**src/rtl/logs_pwm_demod.sv**
```systemverilog
// logs_pwm_demod: counts high clocks of a PWM stream per window and queues the counts
module logs_pwm_demod #(
    parameter int WIN_BITS    = 8,
    parameter int FIFO_DEPTH  = 4,
    parameter int SYNC_STAGES = 2
) (
    input  logic              clk,
    input  logic              rst_n,
    input  logic              pwm_in,
    output logic [WIN_BITS:0] sample_out,
    output logic              sample_valid,
    input  logic              sample_ready,
    output logic              overflow,
    input  logic              clear_ovf
);
    localparam int AW = $clog2(FIFO_DEPTH);
    localparam int CW = AW + 1;

    logic [SYNC_STAGES-1:0] sync;
    logic [WIN_BITS-1:0]    wcnt;
    logic [WIN_BITS:0]      acc;
    logic [WIN_BITS:0]      sum;
    logic [WIN_BITS:0]      mem [FIFO_DEPTH];
    logic [AW-1:0]          rd;
    logic [AW-1:0]          wr;
    logic [CW-1:0]          cnt;
    logic                   close;
    logic                   full;
    logic                   pop;
    logic                   push;
    logic                   drop;

    // window close, FIFO handshake decisions and the gated head output
    always_comb begin
        sample_valid = cnt != '0;
        close = &wcnt;
        sum = acc + {{WIN_BITS{1'b0}}, sync[SYNC_STAGES-1]};
        full = cnt == CW'(FIFO_DEPTH);
        pop = sample_valid && sample_ready;
        push = close && (!full || pop);
        drop = close && full && !pop;
        sample_out = sample_valid ? mem[rd] : '0;
    end

    // synchronise pwm_in, run the free-running window and accumulate high clocks
    always_ff @(posedge clk or negedge rst_n) begin
        if (!rst_n) begin
            sync <= '0;
            wcnt <= '0;
            acc  <= '0;
        end else begin
            sync <= {sync[SYNC_STAGES-2:0], pwm_in};
            wcnt <= wcnt + WIN_BITS'(1);
            acc  <= close ? '0 : sum;
        end
    end

    // FIFO pointers, occupancy and the sticky drop flag (a drop beats a clear)
    always_ff @(posedge clk or negedge rst_n) begin
        if (!rst_n) begin
            rd       <= '0;
            wr       <= '0;
            cnt      <= '0;
            overflow <= 1'b0;
        end else begin
            rd       <= pop ? rd + AW'(1) : rd;
            wr       <= push ? wr + AW'(1) : wr;
            cnt      <= cnt + CW'(push) - CW'(pop);
            overflow <= drop || (overflow && !clear_ovf);
        end
    end

    // sample storage; contents are only observed through a valid head
    always_ff @(posedge clk) begin
        if (push) mem[wr] <= sum;
    end
endmodule

```
**config.mk**
```make
export PLATFORM = sky130hd
export DESIGN_NAME = logs_pwm_demod
export DESIGN_NICKNAME = d
export VERILOG_FILES = /design/src/rtl/logs_pwm_demod.sv
export SDC_FILE = /design/constraint.sdc
export NUM_CORES = 1
export LEC_CHECK = 0
export CORE_MARGIN = 2
export CORE_UTILIZATION = 58
export DETAILED_ROUTE_END_ITERATION = 12
export PLACE_DENSITY_LB_ADDON = 0.2
export SLEW_MARGIN = 0
export SYNTH_ARGS = -nofsm -noshare
export SYNTH_HDL_FRONTEND = slang
export SYNTH_SLANG_ARGS = --single-unit
```
**constraint.sdc**
```tcl
create_clock -name clk -period 3.4 [get_ports clk]
set_clock_uncertainty 0.2 [all_clocks]
set_input_delay 0.68 -clock clk [delete_from_list [all_inputs] [get_ports clk]]
set_output_delay 0.68 -clock clk [all_outputs]
set_load 0.005 [all_outputs]
```
[Yosys cells after proc, flatten, opt, wreduce, memory -nomap -nowiden]
Memory sizes are Yosys's and may differ from the RTL's.
Index checks and enable logic that the tools add are counted.
Storage, ports and cells
  flip-flop bits (word level): 27
  RAM bits: 36
  output and inout bits: 11
  memories kept: 1
Memories
  mem: words 4, bits a word 9, read ports 1, clocked after Yosys merged registers in 0, wr ports 1, line 23  | logic [WIN_BITS:0] mem [FIFO_DEPTH];
Operators by class
  add/sub/neg operators: 6
  equality and inequality tests: 1
  mux-type cells: 4
  reduce and logical (&&, ||, !) cells: 12
Operators by type and width (number)
  9-bit 2-to-1 mux: 2
  9-bit by 1-bit adder with 9-bit output: 1
  8-bit by 1-bit adder with 8-bit output (second input constant): 1
  8-bit AND reduction: 1
  1-bit logical AND: 5
  2-bit by 1-bit adder with 2-bit output (second input constant): 2
  3-bit by 1-bit adder with 3-bit output: 1
  3-bit equality test (second input constant): 1
  1-bit zero test: 3
  3-bit nonzero test: 1
  3-bit by 1-bit subtractor with 3-bit output: 1
  1-bit logical OR: 2
  1-bit 2-to-1 mux: 2

[Longest topological paths before layout]
Gate-level depths: netlist (run 1).
  word-level depth: 6
  gate-level depth with buffers: 11

[Least setup slack after synthesis (run 1)]
No wires, ideal clock.
  path type: in2reg
  start: in sample_ready
  end: reg cnt[2]
  data arrival time: 2.434 ns
  path slack: 0.643 ns
  stages on the path: 10
  path buffers: 0
  cells stage by stage: or4b_4 > nor3b_4 > inv_1 > ha_1 > inv_1 > ha_1 > inv_1 > fa_1 > xnor2_1 > xnor2_1
On the way
  word-level cells in the longest chain between the ends: 5
RTL lines
  start, declared: line 12  | input logic sample_ready,
  1-bit logical AND (*): line 39  | pop = sample_valid && sample_ready;
  1-bit logical OR: line 40  | push = close && (!full || pop);
  1-bit logical AND: line 40
  3-bit by 1-bit adder with 3-bit output: line 68  | cnt <= cnt + CW'(push) - CW'(pop);
  3-bit by 1-bit subtractor with 3-bit output (*): line 68
  end signal, assigned: line 68
  end, declared: line 26  | logic [CW-1:0] cnt;
Every way passes the cells marked *; elsewhere a longest branch is shown, timed or not.
A chain may end at the register's enable or synchronous reset.

[Final worst setup path (run 1)]
  start: reg rd[0]
  end: out sample_out[1]
On the way
  word-level cells in the longest chain between the ends: 2
RTL lines
  start, declared: line 24  | logic [AW-1:0] rd;
  start signal, assigned: line 66  | rd <= pop ? rd + AW'(1) : rd;
  memory read 4 x 9 bit
  9-bit 2-to-1 mux: line 42  | sample_out = sample_valid ? mem[rd] : '0;
  end, declared: line 10  | output logic [WIN_BITS:0] sample_out,
Every way passes these cells.

==> results.toml, run 1 <==
[run_status]
status = "finished clean"

[hold_path]
hold-path-endpoint = "sync[1]"
hp-start = "sync[0]"
min_path_type = "reg2reg"
holdPathStages = 0

[floorplanning]
rows = 24
pin_count = 16
start_util_pct = 60.3
fp.dieH_microns = 71.3
fp.dieW_microns = 71.3
core_area_sq_um = 4350
die_area_sq_um = 5080

[global_route]
grt_pass1_vias = 1458
grt.overflow.total = 0
grt_usage_pct = 19.1
antenna_found_initial = 0
grt_pass1_wl_mm = 6.89
grt_max_degree = 28

[clock_tree]
ctsResizeCount = 0
clock_latency_ns = 0.33
cts-htree-levels = 3
clk_root_buffer_cell = "clkbuf_8"
cts_setup_buffers = 0
cts-buffers-inserted = 9
cts_tree = "done"
cts.hold.buffers_added = 0
path_clk_slew_ns = 0.06
cts.sinks = 63
clockBufferDepth = 2

[critical_path]
r2r_end = "cnt[2]"
crit_slowest_cell = "dfrtp_1"
start_kind = "register"
crit_chain = "mux4_2 > and2_1 > clkdlybuf4s50_1"
critPathRequiredTime_ns = 2.52
critPathKind = "reg2out"
critPathBufInv = 1
reg2reg_from = "cnt[2]"
cpLargestDelayFamily = "flip-flops"
path_max_fanout = 10
worstPathArrival_ns = 2.25
r2r_cells = 9
end_kind = "output pin"
rrSetupSlack_ns = 0.69
slowest_delay_ns = 0.74

[timing]
setup_viol = 0
timing.final.crit_share_pct = 92.1
relSlewSlack_pct = 57.9
fin_setup_tns_ns = 0
finalHoldViolations = 0
rsz0062_at_grt = "false"
fin_crit_ns = 3.13
slew_viol_final = 0
max_slew.worst_pin.slew_ns = 0.631
fmax_mhz = 319
holdWs_ns = 0.148

[detailed_routing]
met2_wirelength_mm = 2.12
drt_first_pass_iters = 4
wl_per_cell_microns = 16.6
drtAntennaViolNets = 0
drt_iter0_drc = 72
viasPerCell = 5.52
routed.top_layer = "met4"
post-route-drc-count = 0
vias = 1358
met3_length_microns = 149
wl_met1_mm = 1.79
wirelength_mm = 4.08

[final_layout]
nNetsFinal = 204
utilization_pct = 68.7
layout-drive-gt1-share_pct = 12.9
antenna_cells = 0
final_common_cell = "edfxtp_1"
layout_common_cells = "edfxtp_1, dfrtp_1, clkdlybuf4s50_1"
area_growth_pct = 14.0
final_area_sq_um = 2990
n_fill_cell = 289

[synthesis]
synthDistinctLibCells = 27
ys_seq_area_share_pct = 66.9
ys_warn_count = 0
synth_area_per_cell_sq_um = 16.0
syn_nets = 179
ys_ff_latch = 63
synth_flop_cell = "edfxtp_1"
async_flop_share_pct = 42.9
synth_edf_count = 36
synthCells = 164
synthesis.area_sq_um = 2630

[power_and_ir_drop]
leakagePower_nw = 1.16
power_density_nw_per_um2 = 702
vdd_drop_max_uv = 375

[placement]
dp_hpwl_mm = 2.75
io_buffers = 15
gp_congestion = 0.721
place_area_sq_um = 2840

[run]
maxCapViolations = 0
-- report_power, final --
group | switching, mW | leakage [nW] | total, mW | internal (mW)
Sequential | 0.120 | 0.650 | 1.06 | 0.941
Combinational | 0.203 | 0.434 | 0.533 | 0.330
Clock | 0.246 | 0.0737 | 0.507 | 0.261
Total | 0.569 | 1.16 | 2.10 | 1.53
-- cells in the mapped netlist (3+ instances only) --
library cell	instances	share of area (%)
edfxtp_1	36	41
dfrtp_1	27	26
and2_1	14	3.3
ha_1	9	4.3
mux4_2	9	7.7
inv_1	8	1.1
xnor2_1	8	2.7
nand2_1	7	1.0
nand3_1	6	1.1
xor2_1	6	2.0
or3_1	5	1.2
a21oi_1	4	0.76
o21ai_0	4	0.76
and3_1	3	0.72
nor2b_1	3	0.72
-- stage by stage --
stage                     total power [mW]  cells  worst slack, ns
after floorplan                       1.38    164            0.643
after global placement                1.59    230            0.142
after detailed placement              1.62    230           0.0662
after CTS                             2.13    246            0.206
after global routing                  2.23    246            0.118
final                                 2.10    246            0.268
-- layer usage --
| metal | global-route usage [%] | vias up |
|---|---|---|
| li1 | - | 647 |
| met1 | 23.1 | 683 |
| met2 | 30.5 | 26 |
| met3 | 4.92 | 2 |
| met4 | 12.4 | 0 |
| met5 | 0 | - |
-- worst max path at each step --
stage | start | endpoint | slack [ns] | cells after the start
2_1_floorplan | sample_ready | cnt[2] | 0.64 | 10
3_3_place_gp | sample_ready | cnt[2] | 0.14 | 11
3_5_place_dp | sample_ready | cnt[2] | 0.07 | 11
4_1_cts | rd[0] | sample_out[1] | 0.21 | 3
5_1_grt | rd[0] | sample_out[7] | 0.12 | 3
6_report | rd[0] | sample_out[1] | 0.27 | 3
-- cell families (layout without fill, tap and decap cells) --
logic type	count (synthesis)	count (layout)	synth area share, %
compound gates	11	11	2.43
simple gates	45	45	11.0
buf+inv	11	41	1.62
mux	10	10	8.29
flops	63	63	66.9
fa+ha+maj	10	10	5.05
xor+xnor	14	14	4.67
-- registers in the layout (all words and copies together) (netlist names) --
| signal | count |
|---|---|
| acc | 9 |
| cnt | 3 |
| mem | 36 |
| overflow | 1 |
| rd | 2 |
| sync | 2 |
| wcnt | 8 |
| wr | 2 |
-- area by class of cell --
class	count	area, sq um	share of cell area (%)
multi-input combinational	90	826	27.6
tap	52	65.1	2.17
timing repair buffer	17	165	5.52
inverter	8	30.0	1.00
clock inverter	2	7.51	0.251
clock buffer	14	143	4.77
sequential	63	1760	58.7
(Power assumes the default switching activity.)
==> run 2: changes to the inputs <==
GPL_ROUTABILITY_DRIVEN = 1   (was not set)
PLACE_DENSITY = 0.78   (was not set)
PLACE_DENSITY_LB_ADDON = not set   (was 0.2)
SETUP_SLACK_MARGIN = 0.5   (was not set)
==> run 2 against run 1 <==
Sequential power barely moved. Total power rose by 11%. Worst setup slack improved by 0.27 ns. Non-clock buffer count rose by 4. Cell count rose by 1.6%. Global-route usage rose by 0.44 points. Routed wire length rose by 4.8%. Sequential share of layout area fell by 2.1 points. Clock power rose by 37%. Count of clock-buffer cells in the layout fell by 4. Largest cell class unchanged. Largest power group unchanged.
==> results.toml, run 2 (synthesis results as in run 1) <==
[run_status]
status = "finished clean"

[hold_path]
holdPathStages = 0
min_path_type = "reg2reg"

[power_and_ir_drop]
power_frac_clock_pct = 29.6
pwr-share-seq_pct = 44.3
p_sw_share_pct = 26.9
switching_power_mw = 0.630
power_frac_comb_pct = 26.1
cell_internal_pwr_mw = 1.71
leakagePower_nw = 1.25
power_density_nw_per_um2 = 753
vdd_drop_max_uv = 474

[timing]
timing.final.crit_share_pct = 84.2
setup_viol = 0
slew_viol_final = 0
fin_crit_ns = 2.86
rsz0062_at_grt = "true"
relSlewSlack_pct = 61.7
fmax_mhz = 349
fin_setup_tns_ns = 0
max_slew.worst_pin.slew_ns = 0.574
finalHoldViolations = 0

[final_layout]
largest_register = "mem"
final_common_cell = "edfxtp_1"
antenna_cells = 0
largestRegisters = "mem: 36 flops, acc: 9 flops, wcnt: 8 flops"
largest_reg_flops = 36
layout-drive-gt1-share_pct = 18.7
nNetsFinal = 208
area_growth_pct = 18.5
utilization_pct = 71.4
layout_common_cells = "edfxtp_1, dfrtp_1, and2_1"

[clock_tree]
cts-htree-levels = 3
clockBufferDepth = 2
clock_latency_ns = 0.34
path_clk_slew_ns = 0.07
cts.sinks = 63
cts-buffers-inserted = 9
clk_root_buffer_cell = "clkbuf_8"
cts.hold.buffers_added = 0
cts_tree = "done"

[floorplanning]
core_area_sq_um = 4350
fp.dieH_microns = 71.3
pin_count = 16
rows = 24
die_area_sq_um = 5080
start_util_pct = 60.3
fp.dieW_microns = 71.3

[critical_path]
critPathRequiredTime_ns = 2.52
r2r_cells = 10
crit_chain = "buf_6 > mux4_2 > and2_1 > clkdlybuf4s50_1"
crit_slowest_cell = "mux4_2"
critPathKind = "reg2out"
end_kind = "output pin"
slowest_delay_ns = 0.48
worstPathArrival_ns = 1.98
start_kind = "register"
path_max_fanout = 5

[detailed_routing]
wl_per_cell_microns = 17.1
routed.top_layer = "met4"
drt_first_pass_iters = 4
viasPerCell = 5.48
post-route-drc-count = 0
met2_wirelength_mm = 2.22
wl_met1_mm = 1.82
vias = 1371
drtAntennaViolNets = 0
drt_iter0_drc = 79
wirelength_mm = 4.27
met3_length_microns = 139

[placement]
io_buffers = 15
gp_congestion = 0.780
dp_hpwl_mm = 2.78

[global_route]
antenna_found_initial = 0
grt_usage_pct = 19.5
grt_pass1_vias = 1418
grt_pass1_wl_mm = 7.07
grt.overflow.total = 0
grt_max_degree = 28

[run]
maxCapViolations = 0
run 2: cell types whose count changed in the layout (fill, tap and decap cells not counted), sizes merged:
| cell | delta |
|---|---|
| clkbuf | -4 |
| clkinvlp | +2 |
| buf | +4 |
| dlygate4sd2 | +1 |
| clkdlybuf4s50 | -5 |
| dlymetal6s2s | +4 |
| bufinv | +2 |
run 2: worst max-delay path, delay by kind of cell (launching register included):
kind                   cells  cell delay [ns]
buffers and inverters      2             0.57
flip-flops                 1             0.43
multiplexers               1             0.48
AND/OR/NAND/NOR            1             0.16
run 2: path summary, 6_finish.rpt:
check | startpoint | endpoint | slack, ns
setup / recovery | rd[0] | sample_out[6] | 0.54
hold reg to reg | sync[0] | sync[1] | 0.15
min in group asynchronous | rst_n | wcnt[7] | 0.51
max in group asynchronous | rst_n | rd[0] | 2.20
hold / removal | sync[0] | sync[1] | 0.15
setup reg to reg | cnt[1] | cnt[2] | 0.71
run 2: layer usage:
layer,vias up,track usage (%)
li1,657,-
met1,680,23.7
met2,25,32.3
met3,9,5.49
met4,0,9.43
met5,-,0
run 2: cell type report:
cell class | instances | area, sq um
multi-input combinational | 90 | 831
clock inverter | 6 | 85.1
clock buffer | 10 | 128
tap | 52 | 65.1
fill | 280 | 1240
sequential | 63 | 1760
inverter | 8 | 30.0
timing repair buffer | 21 | 211
run 2: per-stage QoR:
| step | power [mW] | hold WS (ns) | instance area (sq um) | setup slack (ns) | std cells |
|---|---|---|---|---|---|
| 2_1_floorplan | 1.38 | 0.131 | 2630 | 0.643 | 164 |
| 3_3_place_gp | 1.58 | 0.136 | 2840 | 0.143 | 230 |
| 3_5_place_dp | 1.62 | 0.141 | 2840 | 0.0628 | 230 |
| 4_1_cts | 2.36 | 0.156 | 3090 | 0.498 | 250 |
| 5_1_grt | 2.46 | 0.170 | 3110 | 0.476 | 250 |
| 6_report | 2.34 | 0.154 | 3110 | 0.537 | 250 |
run 2: power groups by stage:
stage	sequential, mW	combinational [mW]	clock [mW]
global placement	1.07	0.513	0
finish	1.04	0.611	0.693
floorplan	1.00	0.380	0
detailed placement	1.08	0.546	0
global route	1.05	0.677	0.733
CTS	1.03	0.622	0.702
run 2: repair_timing:
item,CTS,global route
gates resized for setup,3,7
setup endpoints to repair,10,10
pin swaps,2,0
buffers inserted,4,0
==> run 3: changes to the inputs <==
CORE_UTILIZATION = 52   (was 58)
PLACE_DENSITY = 0.74   (was 0.78)
clock period = 2.3 ns   (was 3.4 ns; I/O delays follow)
==> run 3 against run 2 <==
The flow now finishes with violations (setup timing). Total power is 54% higher. Die area is 11% higher. Cell count is 17% higher. Non-clock buffer count is 25 higher.
==> results.toml, run 3 (synthesis results as in run 1) <==
[power_and_ir_drop]
leakagePower_nw = 1.40
power_density_nw_per_um2 = 1040
power_mw = 3.60
vdd_drop_max_uv = 528

[critical_path]
cpLargestDelayFamily = "simple AND/OR/NAND/NOR gates"
slowest_delay_ns = 0.55
worstPathArrival_ns = 2.58
start_kind = "register"
critPathRequiredTime_ns = 2.36
crit_slowest_cell = "or4b_4"
critPathBufInv = 3
end_kind = "register"
critPathKind = "reg2reg"
crit_chain = "or4b_4 > nor3b_4 > inv_2 > ha_4 > inv_4 > ha_4 > inv_2 > fa_2 > xnor2_2 > xnor2_1"
path_max_fanout = 2

[detailed_routing]
drt_first_pass_iters = 4
wl_per_cell_microns = 17.0
drtAntennaViolNets = 0
viasPerCell = 5.33
vias = 1563
post-route-drc-count = 0
wirelength_mm = 4.99
drt_iter0_drc = 119

[final_layout]
largestRegisters = "mem: 36 flops, acc: 9 flops, wcnt: 8 flops"
n_fill_cell = 298
area_growth_pct = 31.4
nNetsFinal = 237
largest_reg_flops = 36
layout-drive-gt1-share_pct = 43.4
largest_register = "mem"
final_area_sq_um = 3450
antenna_cells = 0
fin_cells = 293
utilization_pct = 72.1
final_common_cell = "edfxtp_1"
layout_common_cells = "edfxtp_1, dfrtp_1, buf_6"

[clock_tree]
clock_latency_ns = 0.34
cts-htree-levels = 3
clk_root_buffer_cell = "clkbuf_8"
cts.sinks = 63
cts-buffers-inserted = 9
cts_tree = "done"
clockBufferDepth = 2
path_clk_slew_ns = 0.06

[global_route]
use_met1_pct = 26.7
grt_pass1_vias = 1627
grt_usage_pct = 21.3
use_met2_pct = 33.3
grt.overflow.total = 0
antenna_found_initial = 0
grt_pass1_wl_mm = 8.11
grt_busiest_layer = "met2"
gr-usage-met3_pct = 8.43
grt_max_degree = 28

[timing]
max_slew.worst_pin.slew_ns = 0.411
finalHoldViolations = 0
layout_setup_ws_ns = -0.222
relSlewSlack_pct = 72.4
timing.final.crit_share_pct = 110
setup_viol = 12
fmax_mhz = 397
slew_viol_final = 0
rsz0062_at_grt = "true"
holdWs_ns = 0.161
fin_crit_ns = 2.52

[hold_path]
min_path_type = "reg2reg"

[run]
maxCapViolations = 0

[floorplanning]
start_util_pct = 54.8
die_area_sq_um = 5630
pin_count = 16
core_area_sq_um = 4790
rows = 25
fp.dieH_microns = 75.1
fp.dieW_microns = 75.1

[placement]
dp_cells = 258
gp_congestion = 0.835
dp_hpwl_mm = 2.99
io_buffers = 15
place_area_sq_um = 2980

[run_status]
status = "finished with violations"
violations = "setup timing"
## run 3: cell count changes in the layout (fill, tap and decap cells not counted), moves of 3 or more
cell / delta
and2_4: +17
and2_1: -13
ha_1: -3
buf_4: +11
dlymetal6s2s_1: -4
inv_2: +3
inv_1: -4
buf_6: +20
clkdlybuf4s50_1: -7
## run 3: power by group
part | switching [mW] | total (mW) | leakage (nW) | internal, mW
clock network | 0.381 | 0.757 | 0.0753 | 0.376
registers | 0.129 | 1.52 | 0.649 | 1.39
logic | 0.492 | 1.32 | 0.681 | 0.824
## run 3: area by class of cell
type / count / area [sq um] / area share (%)
tap: 67 / 83.8 / 2.43
clock inverter: 3 / 12.5 / 0.363
inverter: 8 / 32.5 / 0.943
multi-input combinational: 94 / 958 / 27.8
sequential: 63 / 1760 / 51.0
clock buffer: 12 / 135 / 3.92
timing repair buffer: 46 / 468 / 13.6
## run 3: path summary, 6_finish.rpt
path	depth (start not counted)	end	slack (ns)	from
setup / recovery	10	cnt[2]	-0.22	cnt[1]
hold / removal	0	sync[1]	0.16	sync[0]
setup reg to reg	10	cnt[2]	-0.22	cnt[1]
hold reg to reg	0	sync[1]	0.16	sync[0]
max in group asynchronous	2	rd[1]	1.34	rst_n
min in group asynchronous	2	wcnt[4]	0.29	rst_n
## run 3: what timing repair did
item                       in CTS  in global routing
pin swaps                      12                  8
cloned                          5                  0
setup buffers                  11                  4
gates resized for setup        74                 27
hold buffers                    0                  0
setup endpoints to repair      51                 58
## run 3: stage by stage
stage / TNS [ns] / setup slack, ns
after floorplan: -0.345 / -0.205
after global placement: -7.44 / -0.645
after detailed placement: -8.22 / -0.718
after CTS: -1.62 / -0.276
after global routing: -1.97 / -0.286
final: -1.35 / -0.222
## run 3: routing by layer
layer / wire length (microns) / part of all wire, %
met1: 2020 / 40
met2: 2550 / 51
met4: 97 / 1.9
met3: 327 / 6.6
met5: 0 / 0
